==> config.mk <==
export PLATFORM = sky130hd
export DESIGN_NAME = auto_exposure_controller
export DESIGN_NICKNAME = d
export VERILOG_FILES = /design/src/rtl/ae_pkg.sv /design/src/rtl/luma_accumulator.sv /design/src/rtl/auto_exposure_controller.sv
export SDC_FILE = /design/constraint.sdc
export NUM_CORES = 1
export LEC_CHECK = 0
export CAP_MARGIN = 20
export CORE_UTILIZATION = 29
export DETAILED_ROUTE_END_ITERATION = 10
export MAX_ROUTING_LAYER = met4
export PLACE_DENSITY = 0.57
export SYNTH_ARGS = -nofsm -noshare
export SYNTH_HDL_FRONTEND = slang
export SYNTH_SLANG_ARGS = --single-unit
==> constraint.sdc <==
create_clock -name clk_camera -period 3.8 [get_ports clk_camera]
set_input_delay 0.76 -clock clk_camera [delete_from_list [all_inputs] [get_ports clk_camera]]
set_output_delay 0.76 -clock clk_camera [all_outputs]
set_load 0.03 [all_outputs]
==> src/rtl/ae_pkg.sv <==
// Shared types and default constants for the auto-exposure loop.
package ae_pkg;

    localparam int unsigned ACC_W_DEF    = 24;
    localparam logic [7:0]  EXP_INIT_DEF = 8'd128;
    localparam logic [7:0]  EXP_MIN_DEF  = 8'd1;
    localparam logic [7:0]  EXP_MAX_DEF  = 8'd255;
    localparam logic [7:0]  STEP_DEF     = 8'd4;
    localparam logic [7:0]  DEADBAND_DEF = 8'd8;

    typedef enum logic [2:0] {
        StIdle,
        StWaitSof,
        StMeasure,
        StMul,
        StCmp,
        StIssue,
        StSettle
    } ae_state_t;

endpackage

==> src/rtl/luma_accumulator.sv <==
// Per-frame saturating luma sum and pixel count with start-of-frame resync.
module luma_accumulator
    import ae_pkg::*;
#(
    parameter int unsigned ACC_W = ACC_W_DEF
) (
    input  logic             clk_camera,
    input  logic             rst_n,
    input  logic             sof_en_i,
    input  logic             acc_en_i,
    input  logic             frame_start_i,
    input  logic             frame_end_i,
    input  logic             pixel_valid_i,
    input  logic [7:0]       pixel_luma_i,
    output logic [ACC_W-1:0] sum_o,
    output logic [ACC_W-1:0] count_o,
    output logic             frame_done_o
);

    logic [ACC_W-1:0] sum_q, sum_d;
    logic [ACC_W-1:0] count_q, count_d;
    logic [ACC_W-1:0] pix_ext;
    logic [ACC_W:0]   sum_add;
    logic [ACC_W:0]   cnt_add;

    assign pix_ext = ACC_W'(pixel_luma_i);
    assign sum_add = {1'b0, sum_q} + {1'b0, pix_ext};
    assign cnt_add = {1'b0, count_q} + (ACC_W + 1)'(1);

    always_comb begin
        sum_d   = sum_q;
        count_d = count_q;
        // A start strobe restarts the frame and still counts its own pixel.
        if (sof_en_i && frame_start_i) begin
            sum_d   = pixel_valid_i ? pix_ext : '0;
            count_d = pixel_valid_i ? ACC_W'(1) : '0;
        end else if (acc_en_i && pixel_valid_i) begin
            sum_d   = sum_add[ACC_W] ? '1 : sum_add[ACC_W-1:0];
            count_d = cnt_add[ACC_W] ? '1 : cnt_add[ACC_W-1:0];
        end
    end

    always_ff @(posedge clk_camera or negedge rst_n) begin
        if (!rst_n) begin
            sum_q   <= '0;
            count_q <= '0;
        end else begin
            sum_q   <= sum_d;
            count_q <= count_d;
        end
    end

    assign sum_o        = sum_q;
    assign count_o      = count_q;
    assign frame_done_o = acc_en_i && frame_end_i;

endmodule

==> src/rtl/auto_exposure_controller.sv <==
// Closed-loop exposure: measures mean frame luma and steps exposure toward a target,
// issuing one-cycle update requests to the camera configurator.
module auto_exposure_controller
    import ae_pkg::*;
#(
    parameter int unsigned ACC_W         = ACC_W_DEF,
    parameter logic [7:0]  EXP_INIT      = EXP_INIT_DEF,
    parameter logic [7:0]  EXP_MIN       = EXP_MIN_DEF,
    parameter logic [7:0]  EXP_MAX       = EXP_MAX_DEF,
    parameter logic [7:0]  STEP          = STEP_DEF,
    parameter logic [7:0]  DEADBAND      = DEADBAND_DEF,
    parameter int unsigned SETTLE_FRAMES = 2
) (
    input  logic       clk_camera,
    input  logic       sys_rst_camera_n,
    input  logic       enable_in,
    input  logic       config_done_in,
    input  logic       bus_active_in,
    input  logic [7:0] target_in,
    input  logic       frame_start_in,
    input  logic       frame_end_in,
    input  logic       pixel_valid_in,
    input  logic [7:0] pixel_luma_in,
    output logic [7:0] exposure_out,
    output logic       ready_update_out,
    output logic       at_limit_out
);

    localparam logic AT_LIMIT_INIT = (EXP_INIT == EXP_MIN) || (EXP_INIT == EXP_MAX);

    logic [1:0]         rst_sync_q;
    logic               rst_n;
    ae_state_t          state_q;
    logic [7:0]         exposure_q;
    logic               at_limit_q;
    logic [ACC_W+7:0]   lo_q;
    logic [ACC_W+7:0]   hi_q;
    logic [7:0]         settle_q;
    logic               run;
    logic               sof_en;
    logic               acc_en;
    logic [ACC_W-1:0]   sum;
    logic [ACC_W-1:0]   count;
    logic               frame_done;
    logic [8:0]         tgt9;
    logic [8:0]         db9;
    logic [8:0]         lo_t;
    logic [8:0]         hi_t;
    logic [8:0]         exp9;
    logic [8:0]         up9;
    logic [7:0]         inc_val;
    logic [7:0]         dec_val;
    logic [7:0]         new_exp;
    logic [ACC_W+7:0]   sum_ext;

    // Reset asserts asynchronously, releases two clocks after the pin deasserts.
    always_ff @(posedge clk_camera or negedge sys_rst_camera_n) begin
        if (!sys_rst_camera_n) begin
            rst_sync_q <= 2'b00;
        end else begin
            rst_sync_q <= {rst_sync_q[0], 1'b1};
        end
    end
    assign rst_n = rst_sync_q[1];

    assign run    = enable_in && config_done_in;
    assign sof_en = run && ((state_q == StWaitSof) || (state_q == StMeasure));
    assign acc_en = run && (state_q == StMeasure);

    luma_accumulator #(
        .ACC_W(ACC_W)
    ) u_acc (
        .clk_camera   (clk_camera),
        .rst_n        (rst_n),
        .sof_en_i     (sof_en),
        .acc_en_i     (acc_en),
        .frame_start_i(frame_start_in),
        .frame_end_i  (frame_end_in),
        .pixel_valid_i(pixel_valid_in),
        .pixel_luma_i (pixel_luma_in),
        .sum_o        (sum),
        .count_o      (count),
        .frame_done_o (frame_done)
    );

    always_comb begin
        tgt9 = {1'b0, target_in};
        db9  = {1'b0, DEADBAND};
        lo_t = (tgt9 < db9) ? 9'd0 : tgt9 - db9;
        hi_t = ((tgt9 + db9) > 9'd255) ? 9'd255 : tgt9 + db9;
    end

    always_comb begin
        exp9    = {1'b0, exposure_q};
        up9     = exp9 + {1'b0, STEP};
        inc_val = (up9 > {1'b0, EXP_MAX}) ? EXP_MAX : up9[7:0];
        dec_val = (exp9 < ({1'b0, STEP} + {1'b0, EXP_MIN})) ? EXP_MIN : exposure_q - STEP;
        sum_ext = (ACC_W + 8)'(sum);
        new_exp = exposure_q;
        if (count != '0) begin
            if (sum_ext < lo_q) begin
                new_exp = inc_val;
            end else if (sum_ext > hi_q) begin
                new_exp = dec_val;
            end
        end
    end

    always_ff @(posedge clk_camera or negedge rst_n) begin
        if (!rst_n) begin
            state_q    <= StIdle;
            exposure_q <= EXP_INIT;
            at_limit_q <= AT_LIMIT_INIT;
            lo_q       <= '0;
            hi_q       <= '0;
            settle_q   <= '0;
        end else begin
            unique case (state_q)
                StIdle: begin
                    if (run) state_q <= StWaitSof;
                end
                StWaitSof: begin
                    if (!run) state_q <= StIdle;
                    else if (frame_start_in) state_q <= StMeasure;
                end
                StMeasure: begin
                    if (!run) state_q <= StIdle;
                    else if (frame_done) state_q <= StMul;
                end
                StMul: begin
                    if (!run) begin
                        state_q <= StIdle;
                    end else begin
                        lo_q    <= (ACC_W + 8)'(lo_t) * (ACC_W + 8)'(count);
                        hi_q    <= (ACC_W + 8)'(hi_t) * (ACC_W + 8)'(count);
                        state_q <= StCmp;
                    end
                end
                StCmp: begin
                    if (!run) begin
                        state_q <= StIdle;
                    end else if (new_exp != exposure_q) begin
                        exposure_q <= new_exp;
                        at_limit_q <= (new_exp == EXP_MIN) || (new_exp == EXP_MAX);
                        state_q    <= StIssue;
                    end else begin
                        state_q <= StWaitSof;
                    end
                end
                // Completes its pulse even if the loop is disabled meanwhile.
                StIssue: begin
                    if (!bus_active_in) begin
                        settle_q <= '0;
                        state_q  <= (SETTLE_FRAMES == 0) ? StWaitSof : StSettle;
                    end
                end
                StSettle: begin
                    if (!run) begin
                        state_q <= StIdle;
                    end else if (frame_end_in) begin
                        if ((32'(settle_q) + 32'd1) >= SETTLE_FRAMES) state_q <= StWaitSof;
                        else settle_q <= settle_q + 8'd1;
                    end
                end
                default: state_q <= StIdle;
            endcase
        end
    end

    // The request must coincide with the first idle-bus ISSUE cycle, so it is decoded.
    assign ready_update_out = (state_q == StIssue) && !bus_active_in;
    assign exposure_out     = exposure_q;
    assign at_limit_out     = at_limit_q;

endmodule

==> impl_metrics.toml <==
[outcome]
status = "complete, but fails checks"
violations = "negative setup slack"

[logic_synthesis]
synthTopCellsByArea = "fa_1, dfrtp_1, ha_1"
synth-edff-count = 0
ys_seq_elements = 134
synthFlopType = "dfrtp_1"
synth_compound_area_share_pct = 12.3
postSynthCellCount = 2492
synthTopCellsByCount = "inv_1, nand2_1, fa_1, o21ai_0, ha_1"
yosysSeqAreaShare_pct = 16.0
yosys.area_share.adder_pct = 39.4
synth_xor_area_share_pct = 2.46
yosys.area.top_type = "fa_1"
synthSimpleGateAreaFrac_pct = 19.6
avgSynthCellArea_um2 = 8.43
netlist_area_um2 = 21000
muxShareOfSynthArea_pct = 0.441
synth_cell_type_count = 69
ys_warn_count = 0
postSynth.asyncResetShare_pct = 100
synth_top_area_share_pct = 29.4
synth_top_family_by_area = "adder cells"
synth_most_common_cell = "inv_1"

[grt]
grt_pass1_wl_um = 95500
grt_max_degree = 75
first_global_vias = 18035
grt_usage_pct = 16.7
antenna_found_initial = 0
overflow = 0

[detailed_routing]
via_per_inst = 4.67
drc = 0
vias = 17807
routed_wl_um = 58600
post_drt_wl_per_cell_um = 15.4
drtIter0Drc = 925
drtAntennaViolNets = 0
drt-pass1-iter-count = 5

[power]
internal_power_mw = 4.81
vdd_drop_max_v = 0.000334
powerDensity_nw_per_um2 = 282
p_leak_nw = 13.5
clock_power_share_pct = 23.6
power_frac_comb_pct = 54.1
seqPwrFrac_pct = 22.2
swShare_pct = 38.5
switching_power_mw = 3.01

[place]
gp_congestion = 0.838
hpwl_um = 46700
post-place-cells = 3720
portBuffers = 33

[timing]
slew_headroom_pct = 46.4
worst_slew_pin_slew_ns = 0.804
fin_tns_setup_ns = -88.28
max_freq_ghz = 0.169
fin_crit_sh_pct = 156
postLayoutSetupSlackWorst_ns = -2.12
slew_violations = 0
clock-skew-final_ns = 0.00955
finalHoldViolations = 0
rsz0062_at_grt = "true"
period_needed_ns = 5.92
setup_viol = 55

[final_layout]
fin_cells = 3815
fill_cells = 7279
drive_gt1_share_pct = 25.4
area_delta_synth_final_pct = 32.1
fin_nets = 3354

[cts]
cts_tree = "yes"
path_clk_slew_ns = 0.06
htree_levels = 4
cts_sinks = 134
clockBufferDepth = 2
cts_buffers = 17
clkLatencyLatePin_ns = 0.45
ctsRootBufferMaster = "clkbuf_16"
ctsHoldBuffers = 0

[critical_path]
r2r_slack_ns = -1.47
cpMostUsedCell = "buf_6"
startpoint = "target_in[3]"
critPathKind = "in2reg"
start_kind = "input pin"
slowest_stage = "fa_1"
cp-end-kind = "register"
r2r-start = "u_acc.count_o[8]"
cp.required_ns = 4.12
critPathArrivalTime_ns = 6.24
cp_max_fo = 8
critPathMaxStageDelay_ns = 0.52

[floorplanning]
die_h_um = 271
ioPinCount = 34
die_x_um = 271
core-area_um2 = 71600
rows = 98
start_util_pct = 29.3
die-area_um2 = 73500

[job]
cap_viol_max_count = 0

[worst_hold_path]
hp-class = "reg2async"
logic make-up after synthesis:
family | count (synthesis)
simple gates | 841
buf+inv | 544
fa+ha+maj | 477
compound gates | 427
flops | 134
xor+xnor | 59
mux | 8
other cells | 2
power by group through the flow:
stage               combinational, mW  sequential (mW)  clock [mW]
floorplan                        2.37             1.72           0
global placement                 3.61             1.76           0
detailed placement               3.62             1.76           0
CTS                              3.94             1.74        1.89
global route                     4.78             1.76        1.94
finish                           4.23             1.74        1.85
registers in the layout, summed over array words and instances, names as in the netlist:
register,flops
settle_q,8
exposure_out,8
hi_q,32
at_limit_out,1
rst_sync_q,2
u_acc.sum_o,24
u_acc.count_o,24
lo_q,32
state_q,3
routing by layer:
layer | part of all wire (%) | track usage [%] | vias up
met5 | 0 | - | -
met4 | 1.6 | 4.07 | 0
met3 | 3.7 | 1.68 | 46
met2 | 46 | 25.7 | 302
met1 | 49 | 23.5 | 8823
li1 | - | - | 8636
path summary, 6_finish.rpt:
kind / depth (start not counted) / to
max: 34 / hi_q[24]
min: 0 / u_acc.sum_o[1]
max reg2reg: 21 / lo_q[31]
min reg2reg: 0 / u_acc.sum_o[1]
max in group asynchronous: 1 / hi_q[31]
min in group clk_camera: 0 / rst_sync_q[1]
placed cells by master (no fill, tap or decap), types with 9 or more instances in the layout:
master	n
a21o_1	34
a21oi_1	65
a21oi_2	27
a22o_1	21
a31oi_1	18
and2_1	141
and3_1	22
buf_12	20
buf_4	346
buf_6	47
clkbuf_16	17
clkdlybuf4s50_1	25
conb_1	24
dfrtp_1	132
fa_1	298
fa_2	11
ha_1	134
ha_4	30
inv_1	380
inv_2	32
nand2_1	332
nand2_2	28
nand2_4	11
nand2b_1	17
nand3_1	43
nand4_1	17
nor2_1	61
nor2b_1	42
nor3_1	34
nor4_1	10
o21ai_0	101
o21ai_1	54
o21ai_2	17
o31ai_1	9
xnor2_1	22
xnor2_2	10
xor2_1	22
critical path: cells and delay by family:
family | cells | cell delay [ns]
XOR/XNOR | 1 | 0.13
adder cells (fa/ha/maj) | 6 | 2.41
buffers and inverters | 13 | 1.39
AO/OA/AOI/OAI | 7 | 0.85
AND/OR/NAND/NOR | 7 | 0.70
repair_timing:
action	4_1_cts	5_1_grt
buffers inserted	46	27
resized for setup	189	150
cloned	3	2
pin swaps	141	124
endpoints found under the setup margin	57	62
per-stage QoR:
| step | setup WS (ns) | utilization [%] | hold slack (ns) | power (mW) | instance area (um^2) |
|---|---|---|---|---|---|
| detailed placement | -3.10 | 35.5 | 0.157 | 5.38 | 25400 |
| global route | -2.38 | 38.8 | 0.169 | 8.48 | 27700 |
| finish | -2.12 | 38.8 | 0.153 | 7.82 | 27800 |
| CTS | -2.15 | 37.8 | 0.165 | 7.57 | 27100 |
| floorplan | -2.30 | - | 0.331 | 4.09 | 21700 |
| global placement | -3.00 | 35.5 | 0.162 | 5.37 | 25400 |
final cells by class:
class	count	area [um^2]	area share [%]
clock inverter	12	201	0.726
timing repair buffer	449	3900	14.1
inverter	414	1560	5.62
tap	950	1190	4.28
sequential	134	3360	12.1
multi-input combinational	1837	17100	61.6
clock buffer	18	439	1.58
antenna	1	2.50	0.00902
No activity file was read; power rests on OpenSTA's default activity.
